**config.mk**
```make
export PLATFORM = sky130hd
export DESIGN_NAME = multicycle_ctrl_fsm
export DESIGN_NICKNAME = d
export VERILOG_FILES = /design/src/rtl/multicycle_ctrl_fsm_pkg.sv /design/src/rtl/multicycle_ctrl_fsm_watchdog.sv /design/src/rtl/multicycle_ctrl_fsm.sv
export SDC_FILE = /design/constraint.sdc
export NUM_CORES = 1
export LEC_CHECK = 0
export CORE_ASPECT_RATIO = 0.9
export CORE_UTILIZATION = 35
export CTS_CLUSTER_DIAMETER = 80
export DETAILED_ROUTE_END_ITERATION = 10
export PLACE_DENSITY = 0.81
export SLEW_MARGIN = 20
export SYNTH_ARGS = -nofsm -noshare
export SYNTH_HDL_FRONTEND = slang
export SYNTH_SLANG_ARGS = --single-unit
```
**constraint.sdc**
```tcl
create_clock -name clk -period 1.7 [get_ports clk]
set_clock_uncertainty 0.15 [all_clocks]
set_input_delay 0.34 -clock clk [delete_from_list [all_inputs] [get_ports clk]]
set_output_delay 0.34 -clock clk [all_outputs]
set_load 0.005 [all_outputs]
```
**src/rtl/multicycle_ctrl_fsm_pkg.sv**
```systemverilog
// Shared encodings for the femtoRV32 multi-cycle control sequencer:
// IR field positions, FSM states, opcodes and datapath select codes.
package multicycle_ctrl_fsm_pkg;

  localparam int IR_OPCODE_MSB = 6;
  localparam int IR_OPCODE_LSB = 2;
  localparam int IR_FUNCT3_MSB = 14;
  localparam int IR_FUNCT3_LSB = 12;

  typedef enum logic [2:0] {
    ST_RST    = 3'd0,
    ST_FETCH  = 3'd1,
    ST_DECODE = 3'd2,
    ST_EXEC   = 3'd3,
    ST_MEM    = 3'd4,
    ST_WB     = 3'd5,
    ST_HALT   = 3'd6
  } state_t;

  localparam logic [4:0] OPC_LOAD       = 5'b00000;
  localparam logic [4:0] OPC_STORE      = 5'b01000;
  localparam logic [4:0] OPC_BRANCH     = 5'b11000;
  localparam logic [4:0] OPC_JALR       = 5'b11001;
  localparam logic [4:0] OPC_JAL        = 5'b11011;
  localparam logic [4:0] OPC_ARITH_I    = 5'b00100;
  localparam logic [4:0] OPC_ARITH_R    = 5'b01100;
  localparam logic [4:0] OPC_AUIPC      = 5'b00101;
  localparam logic [4:0] OPC_LUI        = 5'b01101;
  localparam logic [4:0] OPC_SYSTEM     = 5'b11100;
  localparam logic [4:0] OPC_CUSTOM_NOP = 5'b10001;

  localparam logic [1:0] PC_SEL_PC4     = 2'b00;
  localparam logic [1:0] PC_SEL_PC_IMM  = 2'b01;
  localparam logic [1:0] PC_SEL_RS1_IMM = 2'b10;
  localparam logic [1:0] PC_SEL_HOLD    = 2'b11;

  localparam logic [1:0] WB_SEL_ALU = 2'b00;
  localparam logic [1:0] WB_SEL_MEM = 2'b01;
  localparam logic [1:0] WB_SEL_PC4 = 2'b10;

  localparam logic [1:0] ALUOP_ADD    = 2'b00;
  localparam logic [1:0] ALUOP_BRANCH = 2'b01;
  localparam logic [1:0] ALUOP_FUNCT  = 2'b10;
  localparam logic [1:0] ALUOP_IMM    = 2'b11;

  typedef enum logic [3:0] {
    CLS_LOAD, CLS_STORE, CLS_BRANCH, CLS_JAL, CLS_JALR, CLS_ARITH_R,
    CLS_ARITH_I, CLS_AUIPC, CLS_LUI, CLS_SYSTEM, CLS_NOP, CLS_ILLEGAL
  } op_cls_t;

  typedef struct packed {
    logic [1:0] op;
    logic       src;
    logic       auipc;
  } alu_sel_t;

  function automatic logic [4:0] ir_opcode(input logic [31:0] ir);
    return ir[IR_OPCODE_MSB:IR_OPCODE_LSB];
  endfunction

  function automatic logic [2:0] ir_funct3(input logic [31:0] ir);
    return ir[IR_FUNCT3_MSB:IR_FUNCT3_LSB];
  endfunction

  function automatic op_cls_t classify(input logic [4:0] opc);
    case (opc)
      OPC_LOAD:       return CLS_LOAD;
      OPC_STORE:      return CLS_STORE;
      OPC_BRANCH:     return CLS_BRANCH;
      OPC_JAL:        return CLS_JAL;
      OPC_JALR:       return CLS_JALR;
      OPC_ARITH_R:    return CLS_ARITH_R;
      OPC_ARITH_I:    return CLS_ARITH_I;
      OPC_AUIPC:      return CLS_AUIPC;
      OPC_LUI:        return CLS_LUI;
      OPC_SYSTEM:     return CLS_SYSTEM;
      OPC_CUSTOM_NOP: return CLS_NOP;
      default:        return CLS_ILLEGAL;
    endcase
  endfunction

  // ALU op / B source / A source per instruction class; jumps leave them at add/rs2/rs1.
  function automatic alu_sel_t alu_sel(input op_cls_t c);
    case (c)
      CLS_ARITH_R:          return '{op: ALUOP_FUNCT,  src: 1'b0, auipc: 1'b0};
      CLS_ARITH_I:          return '{op: ALUOP_FUNCT,  src: 1'b1, auipc: 1'b0};
      CLS_LOAD, CLS_STORE:  return '{op: ALUOP_ADD,    src: 1'b1, auipc: 1'b0};
      CLS_AUIPC:            return '{op: ALUOP_ADD,    src: 1'b1, auipc: 1'b1};
      CLS_LUI:              return '{op: ALUOP_IMM,    src: 1'b1, auipc: 1'b0};
      CLS_BRANCH:           return '{op: ALUOP_BRANCH, src: 1'b0, auipc: 1'b0};
      default:              return '{op: ALUOP_ADD,    src: 1'b0, auipc: 1'b0};
    endcase
  endfunction

endpackage

```
**src/rtl/multicycle_ctrl_fsm_watchdog.sv**
```systemverilog
// Memory watchdog: counts cycles a request waits without ready and flags
// a timeout once the count reaches MEM_TIMEOUT. Ready in the same cycle wins.
module mem_watchdog
  import multicycle_ctrl_fsm_pkg::*;
#(
  parameter int MEM_TIMEOUT = 0,
  parameter int TO_W        = 8
) (
  input  logic clk,
  input  logic rst_n,
  input  logic req,
  input  logic ready,
  output logic timeout
);

  logic [TO_W-1:0] cnt_q;

  // Wait counter: clears when idle or served, otherwise saturating increment.
  always_ff @(posedge clk or negedge rst_n) begin
    if (!rst_n)                cnt_q <= '0;
    else if (!req || ready)    cnt_q <= '0;
    else if (cnt_q != '1)      cnt_q <= cnt_q + 1'b1;
  end

  assign timeout = (MEM_TIMEOUT > 0) && req && !ready &&
                   (cnt_q == TO_W'(MEM_TIMEOUT));

endmodule

```
**src/rtl/multicycle_ctrl_fsm.sv**
```systemverilog
// Multi-cycle control sequencer: FETCH/DECODE/EXEC/MEM/WB over one shared
// variable-latency memory port, with watchdog and sticky halt status.
module multicycle_ctrl_fsm
  import multicycle_ctrl_fsm_pkg::*;
#(
  parameter int MEM_TIMEOUT     = 0,
  parameter int TO_W            = 8,
  parameter int HALT_ON_ILLEGAL = 1
) (
  input  logic       clk,
  input  logic       rst_n,
  input  logic [4:0] opcode,
  input  logic [2:0] funct3,
  input  logic       branch_taken,
  input  logic       mem_ready,
  output logic       mem_req,
  output logic       mem_we,
  output logic       mem_is_fetch,
  output logic       ir_we,
  output logic       pc_we,
  output logic [1:0] pc_sel,
  output logic [1:0] alu_op,
  output logic       alu_src,
  output logic       auipc_sel,
  output logic       reg_we,
  output logic [1:0] wb_sel,
  output logic       retire,
  output logic       halted,
  output logic       illegal,
  output logic       mem_timeout,
  output logic [2:0] state
);

  state_t   state_q, state_d;
  op_cls_t  cls;
  alu_sel_t asel;
  logic     wd_timeout, set_illegal, set_timeout;
  logic     halted_q, illegal_q, timeout_q;
  logic     funct3_unused;

  // funct3 only sizes loads/stores in the datapath; nothing here decodes it.
  assign funct3_unused = ^funct3;

  assign cls   = classify(opcode);
  assign asel  = alu_sel(cls);
  assign state = state_q;

  mem_watchdog #(.MEM_TIMEOUT(MEM_TIMEOUT), .TO_W(TO_W)) u_wd (
    .clk     (clk),
    .rst_n   (rst_n),
    .req     (mem_req),
    .ready   (mem_ready),
    .timeout (wd_timeout)
  );

  // State register; reset lands in RST so every strobe drops immediately.
  always_ff @(posedge clk or negedge rst_n) begin
    if (!rst_n) state_q <= ST_RST;
    else        state_q <= state_d;
  end

  // Sticky status: halted follows any entry into HALT, causes recorded separately.
  always_ff @(posedge clk or negedge rst_n) begin
    if (!rst_n) begin
      halted_q  <= 1'b0;
      illegal_q <= 1'b0;
      timeout_q <= 1'b0;
    end else begin
      halted_q  <= halted_q  | (state_d == ST_HALT);
      illegal_q <= illegal_q | set_illegal;
      timeout_q <= timeout_q | set_timeout;
    end
  end

  assign halted      = halted_q;
  assign illegal     = illegal_q;
  assign mem_timeout = timeout_q;

  // Next state and per-state strobes; pc_we and retire always move together.
  always_comb begin
    state_d      = state_q;
    mem_req      = 1'b0;
    mem_we       = 1'b0;
    mem_is_fetch = 1'b0;
    ir_we        = 1'b0;
    pc_we        = 1'b0;
    pc_sel       = PC_SEL_PC4;
    alu_op       = ALUOP_ADD;
    alu_src      = 1'b0;
    auipc_sel    = 1'b0;
    reg_we       = 1'b0;
    wb_sel       = WB_SEL_ALU;
    retire       = 1'b0;
    set_illegal  = 1'b0;
    set_timeout  = 1'b0;
    case (state_q)
      ST_RST: state_d = ST_FETCH;
      ST_FETCH: begin
        mem_req      = 1'b1;
        mem_is_fetch = 1'b1;
        if (mem_ready) begin
          ir_we   = 1'b1;
          state_d = ST_DECODE;
        end else if (wd_timeout) begin
          set_timeout = 1'b1;
          state_d     = ST_HALT;
        end
      end
      ST_DECODE: begin
        if (cls == CLS_SYSTEM) begin
          state_d = ST_HALT;
        end else if (cls == CLS_ILLEGAL && HALT_ON_ILLEGAL != 0) begin
          set_illegal = 1'b1;
          state_d     = ST_HALT;
        end else if (cls == CLS_NOP || cls == CLS_ILLEGAL) begin
          pc_we   = 1'b1;
          retire  = 1'b1;
          state_d = ST_FETCH;
        end else begin
          state_d = ST_EXEC;
        end
      end
      ST_EXEC: begin
        {alu_op, alu_src, auipc_sel} = asel;
        case (cls)
          CLS_BRANCH: begin
            pc_we   = 1'b1;
            pc_sel  = branch_taken ? PC_SEL_PC_IMM : PC_SEL_PC4;
            retire  = 1'b1;
            state_d = ST_FETCH;
          end
          CLS_JAL, CLS_JALR: begin
            reg_we  = 1'b1;
            wb_sel  = WB_SEL_PC4;
            pc_we   = 1'b1;
            pc_sel  = (cls == CLS_JAL) ? PC_SEL_PC_IMM : PC_SEL_RS1_IMM;
            retire  = 1'b1;
            state_d = ST_FETCH;
          end
          CLS_LOAD, CLS_STORE: state_d = ST_MEM;
          default:             state_d = ST_WB;
        endcase
      end
      ST_MEM: begin
        // Selects stay put so the effective address is stable for the access.
        {alu_op, alu_src, auipc_sel} = asel;
        mem_req = 1'b1;
        mem_we  = (cls == CLS_STORE);
        if (mem_ready) begin
          if (cls == CLS_LOAD) begin
            state_d = ST_WB;
          end else begin
            pc_we   = 1'b1;
            retire  = 1'b1;
            state_d = ST_FETCH;
          end
        end else if (wd_timeout) begin
          set_timeout = 1'b1;
          state_d     = ST_HALT;
        end
      end
      ST_WB: begin
        // Keep the ALU result feeding the write-back mux stable.
        {alu_op, alu_src, auipc_sel} = asel;
        reg_we  = 1'b1;
        wb_sel  = (cls == CLS_LOAD) ? WB_SEL_MEM : WB_SEL_ALU;
        pc_we   = 1'b1;
        retire  = 1'b1;
        state_d = ST_FETCH;
      end
      ST_HALT: pc_sel = PC_SEL_HOLD;
      default: state_d = ST_HALT;
    endcase
  end

endmodule

```
==> metrics, run 1 <==
clock tree from TritonCTS=done; Worst R2R Start=state[1]$_DFF_PN0_; FILL cells=92; Sink Count=5; row cnt=14; die width=46.8 um; Combinational Power Share=80.7%; global placement routability congestion=0.882; Arr. time, crit path=1.71 ns; Max Cap Viol=0; Final Net Count=182; endpoints failing hold=0; crit path buf inv count=3; status=finished, violations left; top cell type's share of synthesized area=19.8%; Antenna diodes=0; failing checks=negative setup slack; Area contributors post-synth=dfrtp_1 20%, nand2_1 6.5%, nor2b_1 5.0%; Pint=1.16 mW; fin util=87.7%; remaining antenna violation count=0; dpl hpwl=1740 um; Peak Freq=455 MHz; total CTS buffers=3; fin. max-slew vios=0; crit path time final=2.20 ns; area added between synthesis and finish=133%; largest net degree at the start of global routing=10; Crit path max-delay family=simple AND/OR/NAND/NOR gates; Synth area leader=dfrtp_1; kind of end point of the critical path=output pin; placed cell area=1120 um^2; Startpoint Class=flop; Multi-input gate area=576 um^2; Synth Instances=87; critical path fanouts, max=3; sequential area share after synthesis=19.8%; register area=128 um^2; Leakage=0.750 nW; most repeated library cell on the critical path=buf_6; clk root buf=clkbuf_4; Final Instance Area=1480 um^2; first-pass GRT wire length=4740 um; starting density of the core=37.6%; deepest clock path buffer count=2; P per Cell Area=1280 nW/um^2; setup violators final=18; drt drc=0; P_sw=736 uW; gr usage total=33.8%; slowest CP cell=or4_4; Post-Route WL=3840 um; r2r setup slk=-0.42 ns; Worst Hold Class=in2async; share of layout cells above drive strength 1=63.9%; worst path cell trace=buf_6 -> buf_6 -> or4_4 -> nor3_2 -> buf_2; switching share of power=38.9%; #FFs+latches synth=5; Flop pwr share=11.6%; hold buffers post-CTS=0; CP required=1.21 ns; IO Count=33; clk_lat worst skew=0.25 ns; worst r2r path cells=12; initial antenna violation count=0; Tcrit/Tclk final=129%; core area=1680 um^2; Syn Area/Cell=7.26 um^2; Die ar.=1980 um^2; drt initial violations=56; Mapped Nets=99; RSZ-0062 raised after global routing=true; Setup CP Type=reg2out; input/output buffers=28; number of global-route vias before repair=965; Ys Warns=0; Worst Slack Setup Final=-0.499 ns; Clk pwr share=7.8%; VDD IR max=0.994 mV; Slowest Stage Delay on Critical Path=0.49 ns; DR vias=1119; reg2reg end=state[0]$_DFF_PN0_; routed len/inst=19.9 um; Mapped Area=632 um^2; die height=42.3 um; pre-CTS setup slack=-1.15 ns; minimum hold slack=0.188 ns; Netlist cell types=41; clock-pin slew on the worst setup and hold paths=0.05 ns; Vias/cell=5.80; H-tree Lvls=1; DRT Pass-1 Iters=5; gr ovfl total=0
[flip-flops by register name, summed over array words and instances, names as in the netlist]
signal,flops
halted,1
illegal,1
state,3
[layout by cell type (no fill, tap or decap), types with 4 or more instances in the layout]
cell and count:
a21oi_1 4, clkdlybuf4s50_1 4, clkbuf_4 4, buf_2 13, buf_4 47, nand2_1 9
buf_6 13, inv_1 4
[stage by stage]
stage	power (mW)	TNS (ns)	instances
finish	1.89	-5.66	193
global route	1.97	-6.58	193
CTS	1.52	-4.96	182
detailed placement	1.11	-14.12	159
global placement	1.08	-13.47	159
floorplan	0.585	-0.110	87
[worst register-to-register path: stages, from the launching register on]
cell      delay [ns]
dfrtp_2         0.41
buf_4           0.15
buf_6           0.13
nor3b_4         0.20
nand2_1         0.09
buf_4           0.14
buf_4           0.12
buf_4           0.12
buf_4           0.12
buf_4           0.12
buf_4           0.13
o21ai_2         0.05
a211oi_1        0.06
[layout make-up]
type                       instances  area share (%)
tap                               24            2.04
sequential                         5            8.65
clock buffer                       4            1.78
multi-input combinational         68            39.0
timing repair buffer              86            47.0
inverter                           6            1.53
[routing by layer]
layer,vias up,wire (um),GRT usage (%)
li1,475,-,-
met1,534,1460,42.9
met2,80,1860,56.7
met3,30,306,6.47
met4,0,214,9.71
met5,-,0,0
[cells by family (layout without fill, tap and decap cells)]
logic type	count (synthesis)	in the layout	share of synthesized area, %
AO/OA/AOI/OAI	28	28	31.5
other	1	1	0.593
flip-flops	5	5	19.8
XOR/XNOR	1	1	1.39
buffers and inverters	14	96	12.3
AND/OR/NAND/NOR	38	38	34.5
[Yosys cell counts]
cell type	count
buf_6	1
conb_1	1
o21ai_0	3
a31oi_1	1
o221a_1	1
o211a_1	1
a311oi_1	1
buf_4	4
nand2_1	11
o21ai_1	2
nor2_1	4
xnor2_1	1
and2_1	1
nor4_2	1
o2111ai_1	1
or2_1	1
o21bai_1	1
a21oi_1	5
nand2b_1	2
and3b_1	2
nor2b_1	5
nor3_1	5
and3_1	2
clkbuf_1	1
o31ai_1	1
inv_1	6
o211ai_1	1
or4_1	1
a2111oi_0	1
a2bb2oi_1	1
buf_2	2
a21o_1	1
a41oi_1	1
nor4b_1	1
a211oi_1	1
nor3b_1	1
a211o_1	2
o21a_1	2
a22oi_1	1
dfrtp_1	5
nor2b_4	1
[repair_timing]
item | 4_1_cts | 5_1_grt
endpoints found under the setup margin | 23 | 21
endpoints found under the hold margin | 0 | 0
resized for setup | 104 | 22
pin swaps | 14 | 8
setup buffers | 20 | 13
[power groups by stage]
stage          combinational [mW]  sequential [mW]  clock, mW
4_1_cts                      1.16            0.217      0.147
3_5_place_dp                0.894            0.211          0
2_1_floorplan               0.383            0.203          0
6_report                     1.53            0.219      0.147
3_3_place_gp                0.874            0.209          0
5_1_grt                      1.59            0.229      0.152
[worst max-delay path by stage]
stage                   endpoint  depth (start not counted)  slack [ns]          startpoint
floorplan                 retire                          6       -0.11           opcode[4]
global placement          retire                          7       -1.07           opcode[0]
detailed placement        retire                          7       -1.15           opcode[0]
CTS                 mem_is_fetch                          4       -0.45  state[2]$_DFF_PN0_
global route               pc_we                          5       -0.55  state[1]$_DFF_PN0_
finish                    mem_we                          5       -0.50  state[1]$_DFF_PN0_
Note: power is estimated with default switching activity, not from simulation.
==> run 2: changes to the inputs <==
- CELL_PAD_IN_SITES_DETAIL_PLACEMENT: unset -> 1
- CELL_PAD_IN_SITES_GLOBAL_PLACEMENT: unset -> 1
- CORE_UTILIZATION: 35 -> 23
- PLACE_DENSITY: 0.81 -> 0.79
==> run 2 against run 1 <==
Wire length grew 5.7%. Critical path depth is the same. Die area rose by 50%. Critical path type unchanged. Worst setup slack better by 0.0014 ns. The flow finishes with violations (design-rule violations, negative setup slack). First-iteration DRC count shrank 25%. Global-route usage down 6.2 points.
==> metrics, run 2 (synthesis results as in run 1) <==
Antenna diodes=0 (unchanged); core area=2530 um^2 (was 1680 um^2); kind of end point of the critical path=output pin (unchanged); minimum hold slack=0.175 ns (was 0.188 ns); placed cell area=1170 um^2 (was 1120 um^2); area added between synthesis and finish=137% (was 133%); Tcrit/Tclk final=129% (about the same); Max Cap Viol=0 (unchanged); gr ovfl total=0 (unchanged); DR vias=1036 (was 1119); Final Net Count=181 (was 182); Slowest Stage Delay on Critical Path=0.42 ns (was 0.49 ns); input/output buffers=28 (unchanged); Worst Hold Class=in2async (unchanged); starting density of the core=25.0% (was 37.6%); VDD IR max=0.556 mV (was 0.994 mV); clock-pin slew on the worst setup and hold paths=0.05 ns (about the same); hold buffers post-CTS=0 (unchanged); power consumption=1.80 mW (was 1.89 mW); RSZ-0062 raised after global routing=true (unchanged); Final Instance Area=1500 um^2 (was 1480 um^2); Vias/cell=5.29 (was 5.80); remaining antenna violation count=0 (unchanged); initial antenna violation count=0 (unchanged); failing checks=design-rule violations, negative setup slack (was negative setup slack); setup violators final=15 (was 18); worst path cell trace=buf_4 -> nor2b_2 -> o2111ai_2 -> o31ai_2 -> buf_2 (was buf_6 -> buf_6 -> or4_4 -> nor3_2 -> buf_2); most frequent cells in the layout=45 x buf_4, 16 x buf_6, 10 x buf_2 (was 47 x buf_4, 13 x buf_2, 13 x buf_6); critical path fanouts, max=3 (unchanged); H-tree Lvls=1 (unchanged); Worst Slack Setup Final=-0.498 ns (was -0.499 ns); drt initial violations=42 (was 56); register area=129 um^2 (was 128 um^2); crit path time final=2.20 ns (about the same); Peak Freq=455 MHz (about the same); die width=57.3 um (was 46.8 um); row cnt=17 (was 14); endpoints failing hold=0 (unchanged); number of global-route vias before repair=1134 (was 965); Die ar.=2960 um^2 (was 1980 um^2); deepest clock path buffer count=2 (unchanged); fin. max-slew vios=0 (unchanged); max reg flops=3 (unchanged); IO Count=33 (unchanged); Multi-input gate area=598 um^2 (was 576 um^2); P per Cell Area=1200 nW/um^2 (was 1280 nW/um^2); largest net degree at the start of global routing=9 (was 10); clock tree from TritonCTS=done (unchanged); CP required=1.21 ns (about the same); status=finished, violations left (unchanged); Leakage=0.734 nW (was 0.750 nW); Post-Route WL=4060 um (was 3840 um); dpl hpwl=2160 um (was 1740 um); clk root buf=clkbuf_4 (unchanged); FILL cells=307 (was 92); drt drc=2 (was 0); r2r setup slk=0.09 ns (was -0.42 ns); Startpoint Class=flop (unchanged); slowest CP cell=dfrtp_2 (was or4_4); leading cell type in the layout, fill and taps excluded=buf_4 (unchanged); Setup CP Type=reg2out (unchanged); Arr. time, crit path=1.71 ns (about the same); global placement routability congestion=0.798 (was 0.882); clk_lat worst skew=0.25 ns (about the same); first-pass GRT wire length=5950 um (was 4740 um); total CTS buffers=3 (unchanged); die height=51.7 um (was 42.3 um); Sink Count=5 (unchanged); DRT Pass-1 Iters=10 (was 5); routed len/inst=20.7 um (was 19.9 um); gr usage total=27.6% (was 33.8%); share of layout cells above drive strength 1=67.9% (was 63.9%)
==> run 2: cell count changes in the layout (fill, tap and decap cells not counted), sizes merged <==
cell,delta
buf,-3
clkbuf,+1
dlygate4sd2,+3
clkdlybuf4s15,+1
dlymetal6s2s,-3
==> run 2: area by class of cell <==
cell class / count / area share, %
Timing Repair Buffer: 85 / 45.7
Inverter: 6 / 1.67
Clock buffer: 4 / 1.75
Multi-Input combinational cell: 68 / 39.9
Tap cell: 28 / 2.34
Sequential cell: 5 / 8.60
==> run 2: path summary, 6_finish.rpt <==
kind / endpoint / depth (start not counted) / from
setup / recovery: retire / 5 / state[0]$_DFF_PN0_
hold / removal: state[1]$_DFF_PN0_ / 1 / rst_n
setup reg to reg: state[2]$_DFF_PN0_ / 7 / state[0]$_DFF_PN0_
hold reg to reg: halted$_DFF_PN0_ / 1 / halted$_DFF_PN0_
max in group asynchronous: state[2]$_DFF_PN0_ / 1 / rst_n
min in group clk: halted$_DFF_PN0_ / 1 / halted$_DFF_PN0_
==> run 2: power by group <==
part | internal [mW] | switching, mW
clock | 0.0894 | 0.0590
combinational | 0.805 | 0.617
sequential | 0.169 | 0.0591
==> run 2: worst max-delay path, delay by kind of cell, from the launching register on <==
kind                   cells  cell delay [ns]
flip-flops                 1             0.42
AO/OA/AOI/OAI              2             0.50
buffers and inverters      2             0.34
AND/OR/NAND/NOR            1             0.18
==> run 2: what timing repair did <==
action / CTS / global route
setup buffers: 25 / 8
setup endpoints to repair: 23 / 18
endpoints found under the hold margin: 0 / 0
gates resized for setup: 119 / 21
pin swaps: 16 / 8
==> run 2: metrics by stage <==
stage	std cells	util [%]	setup slack, ns	setup TNS [ns]
after floorplan	87	-	-0.110	-0.110
after detailed placement	169	46.3	-1.15	-14.66
final	196	59.2	-0.498	-4.55
after global placement	169	46.3	-1.02	-13.71
after CTS	194	58.2	-0.480	-4.34
after global routing	196	59.2	-0.618	-5.59
==> run 2: routing by layer <==
metal  global-route usage [%]  part of all wire [%]  up-vias
li1                         -                     -      474
met1                     35.1                    46      535
met2                     48.6                    51       25
met3                     3.73                   2.7        2
met4                     8.54                  0.32        0
met5                        0                     0        -
==> run 3: changes to the inputs <==
- CORE_ASPECT_RATIO: 0.9 -> unset
- RECOVER_POWER: unset -> 25
==> run 3 against run 2 <==
The flow finishes with violations (negative setup slack). Power hardly changed. Sequential cell count did not move. Count of clock-buffer cells in the layout unchanged. Worst hold slack better by 0.077 ns. Final cell count rose by 0.51%. Global-route usage down 1.6 points. Design area is 0.50% higher. Worst setup slack gained 0.16 ns. Clock power is essentially flat.
==> metrics, run 3 (synthesis results as in run 1) <==
Clk pwr share=8.2% (was 8.3%); drt initial violations=5 (was 42); slowest CP cell=dfrtp_2 (unchanged); crit path time final=2.03 ns (was 2.20 ns); critical path fanouts, max=6 (was 3); setup violators final=18 (was 15); area added between synthesis and finish=138% (was 137%); Sink Count=5 (unchanged); row cnt=18 (was 17); core area=2540 um^2 (was 2530 um^2); gr usage total=26.0% (was 27.6%); share of layout cells above drive strength 1=70.1% (was 67.9%); DR vias=1004 (was 1036); Max Cap Viol=0 (unchanged); clk root buf=clkbuf_4 (unchanged); Flop pwr share=12.7% (about the same); drt drc=0 (was 2); DRT Pass-1 Iters=4 (was 10); pre-CTS setup slack=-1.09 ns (was -1.15 ns); Arr. time, crit path=1.54 ns (was 1.71 ns); input/output buffers=28 (unchanged); endpoints failing hold=0 (unchanged); RSZ-0062 raised after global routing=true (unchanged); dpl hpwl=2140 um (was 2160 um); clock tree from TritonCTS=done (unchanged); hold buffers post-CTS=0 (unchanged); Worst R2R Start=state[1]$_DFF_PN0_ (was state[0]$_DFF_PN0_); max reg flops=3 (unchanged); largest net degree at the start of global routing=8 (was 9); clock-pin slew on the worst setup and hold paths=0.05 ns (about the same); failing checks=negative setup slack (was design-rule violations, negative setup slack); Slowest Stage Delay on Critical Path=0.44 ns (was 0.42 ns); Antenna diodes=0 (unchanged); number of global-route vias before repair=1055 (was 1134); most frequent cells in the layout=35 x buf_4, 26 x buf_6, 16 x buf_2 (was 45 x buf_4, 16 x buf_6, 10 x buf_2); IO Count=33 (unchanged); switching share of power=38.6% (was 40.9%); die height=54.4 um (was 51.7 um); Combinational Power Share=79.1% (about the same); Pint=1.10 mW (was 1.06 mW); Tcrit/Tclk final=120% (was 129%); routed len/inst=17.6 um (was 20.7 um); Startpoint Class=flop (unchanged); die width=54.4 um (was 57.3 um); Crit path max-delay family=compound AO/OA/AOI/OAI gates (unchanged); Worst Slack Setup Final=-0.335 ns (was -0.498 ns); H-tree Lvls=1 (unchanged); gr ovfl total=0 (unchanged); crit path buf inv count=1 (was 2); status=finished, violations left (unchanged); total CTS buffers=3 (unchanged); Post-Route WL=3470 um (was 4060 um); kind of end point of the critical path=output pin (unchanged); P_sw=694 uW (was 735 uW); worst path cell trace=and3b_2 -> o211a_1 -> a311oi_2 -> o31ai_2 -> buf_2 (was buf_4 -> nor2b_2 -> o2111ai_2 -> o31ai_2 -> buf_2); Peak Freq=491 MHz (was 455 MHz); leading cell type in the layout, fill and taps excluded=buf_4 (unchanged); CP required=1.21 ns (about the same); Vias/cell=5.10 (was 5.29); worst r2r path cells=10 (was 7); global placement routability congestion=0.870 (was 0.798); P per Cell Area=1190 nW/um^2 (was 1200 nW/um^2); reg2reg end=state[0]$_DFF_PN0_ (was state[2]$_DFF_PN0_); initial antenna violation count=0 (unchanged); r2r setup slk=-0.17 ns (was 0.09 ns); Setup CP Type=reg2out (unchanged); clk_lat worst skew=0.24 ns (was 0.25 ns); minimum hold slack=0.252 ns (was 0.175 ns); VDD IR max=1.12 mV (was 0.556 mV); Leakage=0.733 nW (was 0.734 nW); fin. max-slew vios=0 (unchanged); first-pass GRT wire length=5380 um (was 5950 um); starting density of the core=24.8% (was 25.0%); remaining antenna violation count=0 (unchanged); Die ar.=2960 um^2 (about the same); Final Net Count=180 (was 181); Worst Hold Class=in2async (unchanged); deepest clock path buffer count=2 (unchanged)
==> run 3: cell count changes in the layout (fill, tap and decap cells not counted), moves of 2 or more <==
cell | before | now
dlygate4sd2_1 | 4 | 0
buf_4 | 45 | 35
buf_2 | 10 | 16
nor3_2 | 1 | 3
buf_6 | 16 | 26
clkbuf_2 | 4 | 1
==> run 3: final cells by class <==
class	instances	area (um^2)
flip-flops and latches	5	129
clock buffers	4	26.3
inverters	6	22.5
multi-input cells	68	586
repair buffers	84	704
well taps	30	37.5
fillers	299	1040
==> run 3: how the worst max path moves through the flow <==
stage                         to                from  cells after the start
after global placement     pc_we           opcode[0]                      7
after CTS                  pc_we  state[1]$_DFF_PN0_                      5
after floorplan           retire           opcode[4]                      6
after detailed placement   pc_we           opcode[0]                      7
final                      pc_we  state[1]$_DFF_PN0_                      5
after global routing      retire  state[1]$_DFF_PN0_                      4
==> run 3: per-stage QoR <==
stage          area [um^2]  setup TNS (ns)  instances  power [mW]  utilization (%)
2_1_floorplan          664          -0.110         87       0.585                -
3_3_place_gp          1170          -13.06        170        1.11             45.9
3_5_place_dp          1170          -13.74        170        1.14             45.9
4_1_cts               1450           -3.92        193        1.68             56.9
5_1_grt               1510           -4.89        197        1.92             59.1
6_report              1510           -3.75        197        1.80             59.1
==> run 3: power by group through the flow <==
| stage | clock [mW] | combinational [mW] | sequential (mW) |
|---|---|---|---|
| finish | 0.147 | 1.42 | 0.228 |
| global placement | 0 | 0.901 | 0.211 |
| global route | 0.162 | 1.52 | 0.233 |
| CTS | 0.150 | 1.30 | 0.223 |
| detailed placement | 0 | 0.926 | 0.213 |
| floorplan | 0 | 0.383 | 0.203 |
==> run 3: metal layers <==
layer	wire, um	global-route usage [%]	up-vias
met5	0	0	-
met3	100	3.89	7
met1	1530	29.9	498
li1	-	-	472
met4	69	6.84	0
met2	1770	49.2	27
==> run 3: repair_timing <==
| item | in CTS | in global routing |
|---|---|---|
| setup buffers | 29 | 8 |
| gates resized for setup | 141 | 18 |
| setup endpoints to repair | 23 | 20 |
| pin swaps | 18 | 17 |
